### config.mk
export PLATFORM = sky130hd
export DESIGN_NAME = sent_rx_crc_sched
export DESIGN_NICKNAME = d
export VERILOG_FILES = /design/src/rtl/sent_rx_pkg.sv /design/src/rtl/sent_rx_crc_lfsr.sv /design/src/rtl/sent_rx_crc_sched.sv
export SDC_FILE = /design/constraint.sdc
export NUM_CORES = 1
export LEC_CHECK = 0
export BUFFER_PORTS_ARGS = -buffer_cell sky130_fd_sc_hd__buf_2
export CAP_MARGIN = 15
export CORE_ASPECT_RATIO = 1.75
export CORE_UTILIZATION = 51
export CTS_CLUSTER_DIAMETER = 120
export DETAILED_ROUTE_END_ITERATION = 6
export PLACE_DENSITY = 0.8
export SYNTH_ARGS = -nofsm -noshare
export SYNTH_HDL_FRONTEND = slang
export SYNTH_SLANG_ARGS = --single-unit
export TNS_END_PERCENT = 5
### constraint.sdc
create_clock -name clk_rx -period 2.9 [get_ports clk_rx]
set_clock_uncertainty 0.2 [all_clocks]
set_input_delay 0.435 -clock clk_rx [delete_from_list [all_inputs] [get_ports clk_rx]]
set_output_delay 0.435 -clock clk_rx [all_outputs]
set_load 0.02 [all_outputs]
### src/rtl/sent_rx_pkg.sv
// Shared definitions for the SENT receiver CRC scheduler: CRC seeds, reduced
// polynomials, payload lengths, item kinds and engine states.
package sent_rx_pkg;

    typedef enum logic [1:0] {FAST, SHORT, ENH} kind_e;
    typedef enum logic [1:0] {IDLE, SHIFT, DONE} state_e;

    localparam logic [5:0] SEED_W4 = 6'b000101;
    localparam logic [5:0] POLY_W4 = 6'b001101;
    localparam logic [5:0] SEED_W6 = 6'b010101;
    localparam logic [5:0] POLY_W6 = 6'b011001;

    localparam logic [4:0] LEN_FAST  = 5'd28;
    localparam logic [4:0] LEN_SHORT = 5'd16;
    localparam logic [4:0] LEN_ENH   = 5'd30;

    function automatic logic [4:0] kind_last_idx(input kind_e k);
        case (k)
            FAST:    return LEN_FAST - 5'd1;
            SHORT:   return LEN_SHORT - 5'd1;
            default: return LEN_ENH - 5'd1;
        endcase
    endfunction

endpackage

### src/rtl/sent_rx_crc_lfsr.sv
// Bit-serial CRC remainder register (4- or 6-bit). The zero flag reports the
// remainder as it will be after this cycle's load/shift.
module sent_rx_crc_lfsr
    import sent_rx_pkg::*;
(
    input  logic clk,
    input  logic rst,
    input  logic load,
    input  logic shift,
    input  logic wide,
    input  logic bit_in,
    output logic zero
);

    logic [5:0] r_q, r_d;

    always_comb begin
        r_d = r_q;
        if (load) begin
            r_d = wide ? SEED_W6 : SEED_W4;
        end else if (shift) begin
            // 4-bit mode keeps r[5:4] at zero.
            if (wide) r_d = {r_q[4:0], bit_in} ^ (r_q[5] ? POLY_W6 : 6'd0);
            else      r_d = {2'b00, r_q[2:0], bit_in} ^ (r_q[3] ? POLY_W4 : 6'd0);
        end
    end

    assign zero = (r_d == 6'd0);

    always_ff @(posedge clk or posedge rst) begin
        if (rst) r_q <= 6'd0;
        else     r_q <= r_d;
    end

endmodule

### src/rtl/sent_rx_crc_sched.sv
// SENT receive CRC scheduler: one holding slot per requester, round-robin onto a
// shared bit-serial CRC engine. Optional error counters: SENT_RX_CRC_ERRCNT_EN.
module sent_rx_crc_sched
    import sent_rx_pkg::*;
#(
    parameter int CNT_W = 8
) (
    input  logic        clk_rx,
    input  logic        reset_rx,
    input  logic        fast_req,
    input  logic [27:0] fast_data,
    input  logic        serial_req,
    input  logic        serial_enh,
    input  logic [29:0] serial_data,
    output logic        busy,
    output logic        valid_data_fast,
    output logic        valid_data_serial,
    output logic        valid_data_enhanced,
    output logic        crc_err_fast,
    output logic        crc_err_serial,
    output logic        overrun_fast,
    output logic        overrun_serial
`ifdef SENT_RX_CRC_ERRCNT_EN
    ,
    input  logic             err_cnt_clr,
    output logic [CNT_W-1:0] err_cnt_fast,
    output logic [CNT_W-1:0] err_cnt_serial
`endif
);

    state_e      state_q, state_d;
    kind_e       kind_q, kind_d;
    logic        last_ser_q, last_ser_d;
    logic        fhold_v_q, fhold_v_d, shold_v_q, shold_v_d;
    logic [27:0] fhold_q, fhold_d;
    logic [29:0] shold_q, shold_d;
    logic        shold_enh_q, shold_enh_d;
    logic [29:0] shreg_q, shreg_d;
    logic [4:0]  cnt_q, cnt_d;
    logic        vld_fast_q, vld_fast_d, vld_ser_q, vld_ser_d, vld_enh_q, vld_enh_d;
    logic        err_fast_q, err_fast_d, err_ser_q, err_ser_d;
    logic        ovr_fast_q, ovr_fast_d, ovr_ser_q, ovr_ser_d;
    logic        grant_f, grant_s, lfsr_load, lfsr_shift, lfsr_wide, lfsr_zero;

    sent_rx_crc_lfsr u_lfsr (
        .clk    (clk_rx),
        .rst    (reset_rx),
        .load   (lfsr_load),
        .shift  (lfsr_shift),
        .wide   (lfsr_wide),
        .bit_in (shreg_q[29]),
        .zero   (lfsr_zero)
    );

    always_comb begin
        state_d    = state_q;
        kind_d     = kind_q;
        last_ser_d = last_ser_q;
        shreg_d    = shreg_q;
        cnt_d      = cnt_q;
        vld_fast_d = 1'b0;
        vld_ser_d  = 1'b0;
        vld_enh_d  = 1'b0;
        err_fast_d = 1'b0;
        err_ser_d  = 1'b0;
        grant_f    = 1'b0;
        grant_s    = 1'b0;
        lfsr_load  = 1'b0;
        lfsr_shift = 1'b0;
        lfsr_wide  = (kind_q == ENH);
        case (state_q)
            IDLE: begin
                // On a tie the requester not served last wins.
                grant_f = fhold_v_q && (!shold_v_q || last_ser_q);
                grant_s = shold_v_q && !grant_f;
                if (grant_f || grant_s) begin
                    state_d    = SHIFT;
                    lfsr_load  = 1'b1;
                    last_ser_d = grant_s;
                    if (grant_f) begin
                        kind_d    = FAST;
                        shreg_d   = {fhold_q, 2'b00};
                        lfsr_wide = 1'b0;
                    end else if (shold_enh_q) begin
                        kind_d    = ENH;
                        shreg_d   = shold_q;
                        lfsr_wide = 1'b1;
                    end else begin
                        kind_d    = SHORT;
                        shreg_d   = {shold_q[15:0], 14'd0};
                        lfsr_wide = 1'b0;
                    end
                    cnt_d = kind_last_idx(kind_d);
                end
            end
            SHIFT: begin
                lfsr_shift = 1'b1;
                shreg_d    = {shreg_q[28:0], 1'b0};
                if (cnt_q == 5'd0) begin
                    state_d = DONE;
                    case (kind_q)
                        FAST:    begin vld_fast_d = lfsr_zero; err_fast_d = !lfsr_zero; end
                        SHORT:   begin vld_ser_d  = lfsr_zero; err_ser_d  = !lfsr_zero; end
                        default: begin vld_enh_d  = lfsr_zero; err_ser_d  = !lfsr_zero; end
                    endcase
                end else begin
                    cnt_d = cnt_q - 5'd1;
                end
            end
            DONE:    state_d = IDLE;
            default: state_d = IDLE;
        endcase

        // A slot being granted this cycle counts as empty, so it refills.
        ovr_fast_d  = fast_req && fhold_v_q && !grant_f;
        fhold_v_d   = (fhold_v_q && !grant_f) || fast_req;
        fhold_d     = (fast_req && !ovr_fast_d) ? fast_data : fhold_q;
        ovr_ser_d   = serial_req && shold_v_q && !grant_s;
        shold_v_d   = (shold_v_q && !grant_s) || serial_req;
        shold_d     = (serial_req && !ovr_ser_d) ? serial_data : shold_q;
        shold_enh_d = (serial_req && !ovr_ser_d) ? serial_enh : shold_enh_q;
    end

    always_ff @(posedge clk_rx or posedge reset_rx) begin
        if (reset_rx) begin
            state_q    <= IDLE;
            kind_q     <= FAST;
            last_ser_q <= 1'b1;
            fhold_v_q  <= 1'b0;
            shold_v_q  <= 1'b0;
            cnt_q      <= 5'd0;
            vld_fast_q <= 1'b0;
            vld_ser_q  <= 1'b0;
            vld_enh_q  <= 1'b0;
            err_fast_q <= 1'b0;
            err_ser_q  <= 1'b0;
            ovr_fast_q <= 1'b0;
            ovr_ser_q  <= 1'b0;
        end else begin
            state_q    <= state_d;
            kind_q     <= kind_d;
            last_ser_q <= last_ser_d;
            fhold_v_q  <= fhold_v_d;
            shold_v_q  <= shold_v_d;
            cnt_q      <= cnt_d;
            vld_fast_q <= vld_fast_d;
            vld_ser_q  <= vld_ser_d;
            vld_enh_q  <= vld_enh_d;
            err_fast_q <= err_fast_d;
            err_ser_q  <= err_ser_d;
            ovr_fast_q <= ovr_fast_d;
            ovr_ser_q  <= ovr_ser_d;
        end
    end

    always_ff @(posedge clk_rx) begin
        fhold_q     <= fhold_d;
        shold_q     <= shold_d;
        shold_enh_q <= shold_enh_d;
        shreg_q     <= shreg_d;
    end

    assign busy                = (state_q != IDLE);
    assign valid_data_fast     = vld_fast_q;
    assign valid_data_serial   = vld_ser_q;
    assign valid_data_enhanced = vld_enh_q;
    assign crc_err_fast        = err_fast_q;
    assign crc_err_serial      = err_ser_q;
    assign overrun_fast        = ovr_fast_q;
    assign overrun_serial      = ovr_ser_q;

`ifdef SENT_RX_CRC_ERRCNT_EN
    localparam logic [CNT_W-1:0] CNT_ONE = 1;
    logic [CNT_W-1:0] ecnt_f_q, ecnt_f_d, ecnt_s_q, ecnt_s_d;

    // Saturating counters; clear has priority over a same-cycle increment.
    always_comb begin
        ecnt_f_d = ecnt_f_q;
        ecnt_s_d = ecnt_s_q;
        if (err_cnt_clr) begin
            ecnt_f_d = '0;
            ecnt_s_d = '0;
        end else begin
            if (err_fast_q && (ecnt_f_q != '1)) ecnt_f_d = ecnt_f_q + CNT_ONE;
            if (err_ser_q && (ecnt_s_q != '1))  ecnt_s_d = ecnt_s_q + CNT_ONE;
        end
    end

    always_ff @(posedge clk_rx or posedge reset_rx) begin
        if (reset_rx) begin
            ecnt_f_q <= '0;
            ecnt_s_q <= '0;
        end else begin
            ecnt_f_q <= ecnt_f_d;
            ecnt_s_q <= ecnt_s_d;
        end
    end

    assign err_cnt_fast   = ecnt_f_q;
    assign err_cnt_serial = ecnt_s_q;
`endif

endmodule

; ---- Word-level counts from Yosys, hierarchy flattened
; Index checks and enable logic that the tools add are counted.
[word_totals]
reg_bits = 114
latch_bits = 0
ramBits = 0
romBits = 0
inputBits = 63
out_inout_bits = 8
elab_cells = 106
n_memories = 0
[classes]
add_sub_neg = 1
n_mul = 0
div = 0
order_cmp = 0
eq_ne = 7
shifts = 0
muxes = 45
bitwise_logic = 2
n_reduce_logical = 33
[ops]
columns = cell, count
row1 = two-way mux 30 bit, 3
row2 = case mux 30 bit (2 select lines), 1
row3 = two-way mux 1 bit, 24
row4 = two-way mux 5 bit, 4
row5 = case mux 5 bit (2 select lines), 2
row6 = two-way mux 6 bit, 3
row7 = two-way mux 2 bit, 6
row8 = logical AND 1 bit, 10
row9 = zero test 1 bit, 7
row10 = == test 2 x 1 -> 1 bit (second input constant), 3
row11 = zero test 2 bit, 3
row12 = zero test 6 bit, 1
row13 = != test 2 bit (second input constant), 3
row14 = AND reduction 2 bit, 3
row15 = bitwise XOR 4 x 6 -> 6 bit, 1
row16 = bitwise XOR 6 bit, 1
row17 = zero test 5 bit, 1
row18 = subtractor 5 x 1 -> 5 bit (second input constant), 1
row19 = logical OR 1 bit, 4
row20 = two-way mux 4 bit, 1
row21 = case mux 2 bit (2 select lines), 1
row22 = nonzero test 2 bit, 2
row23 = AND reduction 3 bit, 1
row24 = == test 2 bit (second input constant), 1
row25 = OR reduction 2 bit, 1

; ---- Logic depth before layout (Yosys ltp)
[logic_depth]
ltp_word = 16
mapped_depth = 7
ltp_nobuf = 7

; ---- Hierarchy
; Synthesis repeated with hierarchy kept, for this count alone.
[unflattened]
hier_cells = 373
hier_area_um2 = 4812.1
[modules_own_cells]
columns = mod, n_inst, cells_each, area_each_um2, seq_area_each_um2
row1 = sent_rx_crc_sched, 1, 332, 4435.5, 3149.3
row2 = sent_rx_crc_lfsr, 1, 41, 376.6, 150.1

; ---- Worst setup path after synthesis
; Ideal clock, no wire load.
[synth_path]
path_type = reg-to-reg
startpoint = register last_ser_q
endpoint = register fhold_q[0] (enable)
setup_time_ns = 0.422
arrival_time_ns = 2.151
t_required_ns = 2.278
path_slack_ns = 0.127
stages_incl_launch_ff = 4
path_buffers = 0
period_less_slack_ns = 2.773
path_cell_list = dfstp_2 nand2b_1 nand2_1 a21oi_1
[synth_via]
elab_chain_len = 7
[synth_lines]
columns = item, line
row1 = from (decl), sent_rx_crc_sched.sv:33  ; logic last_ser_q, last_ser_d;
row2 = from (signal assigned), sent_rx_crc_sched.sv:142  ; last_ser_q <= last_ser_d;
row3 = logical OR 1 bit, sent_rx_crc_sched.sv:74  ; grant_f = fhold_v_q && (!shold_v_q || last_ser_q);
row4 = logical AND 1 bit, sent_rx_crc_sched.sv:74
row5 = two-way mux 1 bit, sent_rx_crc_sched.sv:71  ; case (state_q)
row6 = zero test 1 bit, sent_rx_crc_sched.sv:115  ; ovr_fast_d = fast_req && fhold_v_q && !grant_f;
row7 = logical AND 1 bit, sent_rx_crc_sched.sv:115
row8 = zero test 1 bit, sent_rx_crc_sched.sv:117  ; fhold_d = (fast_req && !ovr_fast_d) ? fast_data : fhold_q;
row9 = logical AND 1 bit, sent_rx_crc_sched.sv:117
row10 = to (signal assigned), sent_rx_crc_sched.sv:157  ; fhold_q <= fhold_d;
row11 = to (decl), sent_rx_crc_sched.sv:35  ; logic [27:0] fhold_q, fhold_d;
; No other way between the ends.
; A chain may end at the register's enable or synchronous reset.

; ---- Final worst setup path
[layout_path]
startpoint = register state_q[1]
endpoint = register err_ser_q, in the netlist crc_err_serial
[layout_via]
elab_chain_len = 10
elab_cells_between_ends = 14
cone_classes = eq/ne (1) / mux (10) / reduce/logical (3)
[layout_lines]
columns = item, line
row1 = from (decl), sent_rx_crc_sched.sv:31  ; state_e state_q, state_d;
row2 = from (signal assigned), sent_rx_crc_sched.sv:140  ; state_q <= state_d;
row3 = zero test 2 bit, sent_rx_crc_sched.sv:71
row4 = two-way mux 1 bit, sent_rx_crc_sched.sv:71
row5 = two-way mux 6 bit, sent_rx_crc_lfsr.sv:23  ; if (wide) r_d = {r_q[4:0], bit_in} ^ (r_q[5] ? POLY_W6 : 6'd0);
row6 = two-way mux 6 bit, sent_rx_crc_lfsr.sv:21  ; end else if (shift) begin
row7 = two-way mux 6 bit (*), sent_rx_crc_lfsr.sv:19  ; if (load) begin
row8 = via u_lfsr.r_d[0], sent_rx_crc_lfsr.sv:15  ; logic [5:0] r_q, r_d;
row9 = zero test 6 bit (*), sent_rx_crc_lfsr.sv:28  ; assign zero = (r_d == 6'd0);
row10 = zero test 1 bit (*), "sent_rx_crc_sched.sv:103, sent_rx_crc_sched.sv:104"
row11 = two-way mux 1 bit (*), n/a
row12 = two-way mux 1 bit (*), sent_rx_crc_sched.sv:99  ; if (cnt_q == 5'd0) begin
row13 = two-way mux 1 bit (*), sent_rx_crc_sched.sv:71
row14 = via err_ser_d, sent_rx_crc_sched.sv:41  ; logic err_fast_q, err_fast_d, err_ser_q, err_ser_d;
row15 = to (signal assigned), sent_rx_crc_sched.sv:150  ; err_ser_q <= err_ser_d;
row16 = to (decl), sent_rx_crc_sched.sv:41
; Mark *: on every way through the listed nets, which the timed path passes. The rest lies on a longest branch.

==> impl_results.md <==
- Final setup vio count: 0
- Vias: 3424
- ANT cells: 0
- Power per Cell Area: 1000 nW/um^2
- Vias in the first global route: 3532
- Number of enable flip-flop cells after synthesis: 89
- Non-Filler Instances: 617
- Placed Instance Area: 5170 um^2
- Router iterations before antenna repair: 5
- Syn_area_per_cell: 13.1 um^2
- Max frequency: 404 MHz
- Pin count of the biggest net entering global routing: 46
- Hpwl dp: 6500 um
- Port bufs: 70
- Slew @ Worst Pin: 0.938 ns
- Synth Cell Area: 4710 um^2
- Cell family with most CP delay: simple AND/OR/NAND/NOR gates
- First-pass GRT wire length: 16800 um
- Die W: 74.7 um
- Syn nets: 424
- CP Capture Type: flip-flop
- Cell count after synthesis: 359
- Max incr delay on CP: 0.60 ns
- Critical path class: flip-flop to flip-flop
- Netlist cell types: 50
- Worst-Skew Late Latency: 0.41 ns
- Root buffer cell: clkbuf_16
- Cell Chain, Critical Path: nand2b_1, a2111oi_4, a221oi_2, or4_4, o221a_1
- Data required, critical path: 2.99 ns
- Area Overhead vs Synth: 32.8%
- DRC: 0
- Post-route cell area: 6250 um^2
- Ports: 71
- Tcrit/Tclk final: 85.4%
- TritonCTS Buffers: 17
- Post-route ant nets: 0
- Final Util: 69.2%
- Pre-CTS setup slack: 0.483 ns
- Warnings, synthesis: 0
- Post-synth ARST share: 21.9%
- Die area: 9640 um^2
- Flops & latches, synth: 114
- Clk pin slew, worst setup/hold paths: 0.05 ns
- Synth Flop Type: edfxtp_1
- Initial antenna violation count: 0
- Seq/Total Area, Yosys: 70.0%
- Post-layout min period: 2.48 ns
- Post-DR wirelength/cell: 18.3 um
- Initial DRC count: 204
- Max Root-Sink Buffers: 2
- Remaining global-route overflow: 0
- Sink Count: 114
- Fraction of layout cells with a size suffix above 1: 24.1%
- Placed insts: 537
- Worst-path maximum fanout: 14
- NumNets Final: 549
- GPL Wtd Cong: 0.879
- CP Buf/Inv Count: 0
- Worst hold path type: primary input to flip-flop
- Max VDD drop: 0.000630 V
- Most frequent cells in the layout: 89 x edfxtp_1, 70 x buf_2, 48 x dlygate4sd3_1
- CTS tree: built
- Arrival @ worst endpoint: 2.56 ns
- PnR worst setup slack: 0.424 ns
- Core box area: 9040 um^2
- Crit start category: flip-flop
- Slowest cell on crit path: or4_4
- Sum Neg Setup Slack: 0 ns
- Status: complete, no violations
- Most common cell after layout, fill and taps aside: edfxtp_1
- # H-tree levels: 4
- RSZ-0062 raised after global routing: no
- Final Hold Violating Endpoints: 0
- Final Max Tran Viols: 0
- Pleak: 2.55 nW
- Num rows: 46
- Drt total wl: 11300 um
- Max-cap violation count: 0
- Initial Utilization: 52.1%
- Via density: 5.55
- Die H: 129 um
- Slew headroom: 37.4%
- All-Layer GR Usage: 24.7%
==> final cells by class <==
type	count	area, um^2
clock inverters	13	166
repair buffers	125	883
well taps	120	150
inverters	8	30.0
multi-input cells	218	1290
flip-flops and latches	114	3300
clock buffers	19	433
fillers	602	2780
==> synth_stat cells, types with 8 or more instances <==
cell,count,area (um^2)
edfxtp_1,89,2670
nand2_1,43,161
nor2_1,38,143
dfrtp_1,24,601
o21ai_0,24,120
a21oi_1,21,105
mux2i_1,16,160
a31oi_1,14,87.6
nand3_1,14,70.1
clkbuf_1,13,48.8
inv_1,8,30.0
==> flip-flops by register name, summed over array words and instances, names as in the netlist <==
signal,count
shold_v_q,1
valid_data_fast,1
last_ser_q,1
state_q,2
u_lfsr.r_q,6
valid_data_serial,1
shold_enh_q,1
fhold_v_q,1
cnt_q,5
overrun_fast,1
overrun_serial,1
crc_err_serial,1
kind_q,2
shreg_q,30
valid_data_enhanced,1
fhold_q,28
shold_q,30
crc_err_fast,1
==> logic make-up after synthesis <==
| logic type | after synthesis | synth area share [%] |
|---|---|---|
| xor gates and xnor gates | 2 | 0.372 |
| adders and majority gates | 2 | 0.531 |
| DFF | 114 | 70.0 |
| muxes | 17 | 3.64 |
| buffers and inverters | 27 | 2.60 |
| and+or+nand+nor | 122 | 12.4 |
| AOI/OAI and AO/OA | 75 | 10.4 |
==> final timing paths <==
check                                                 to              startpoint  slack, ns  depth (start not counted)
worst min-delay path                shold_q[7]$_DFFE_PP_          serial_data[7]       0.01                          1
worst min register to register    last_ser_q$_DFFE_PP1P_  last_ser_q$_DFFE_PP1P_       0.32                          2
max in group asynchronous           cnt_q[2]$_DFFE_PP0P_                reset_rx       1.89                          2
worst max register to register  crc_err_serial$_DFF_PP0_  state_q[1]$_DFFE_PP0P_       0.42                          5
worst max-delay path            crc_err_serial$_DFF_PP0_  state_q[1]$_DFFE_PP0P_       0.42                          5
min in group asynchronous        u_lfsr.r_q[3]$_DFF_PP0_                reset_rx       0.03                          2
==> where the power goes <==
part | internal [W] | leakage (nW) | switching (W)
registers | 0.00234 | 1.17 | 0.000271
clock network | 0.00142 | 0.291 | 0.000694
logic | 0.000592 | 1.09 | 0.000964
total | 0.00435 | 2.55 | 0.00193
==> metrics by stage <==
| stage | power (W) | hold WS [ns] |
|---|---|---|
| after detailed placement | 0.00407 | 0.306 |
| after CTS | 0.00622 | 0.000645 |
| after floorplan | 0.00365 | 0.262 |
| final | 0.00628 | 0.0104 |
| after global routing | 0.00656 | 0.000897 |
| after global placement | 0.00396 | 0.293 |
==> layer usage <==
| layer | wire length (um) | track usage (%) |
|---|---|---|
| met1 | 4000 | 23.8 |
| met2 | 6320 | 44.9 |
| met3 | 531 | 7.23 |
| met4 | 457 | 14.3 |
| met5 | 0 | 0 |
==> timing repair <==
item	CTS	global route
buffers inserted	0	0
hold buffers	44	4
endpoints found under the setup margin	0	0
endpoints found under the hold margin	44	4
gates resized for setup	0	0
(Power assumes the default switching activity.)
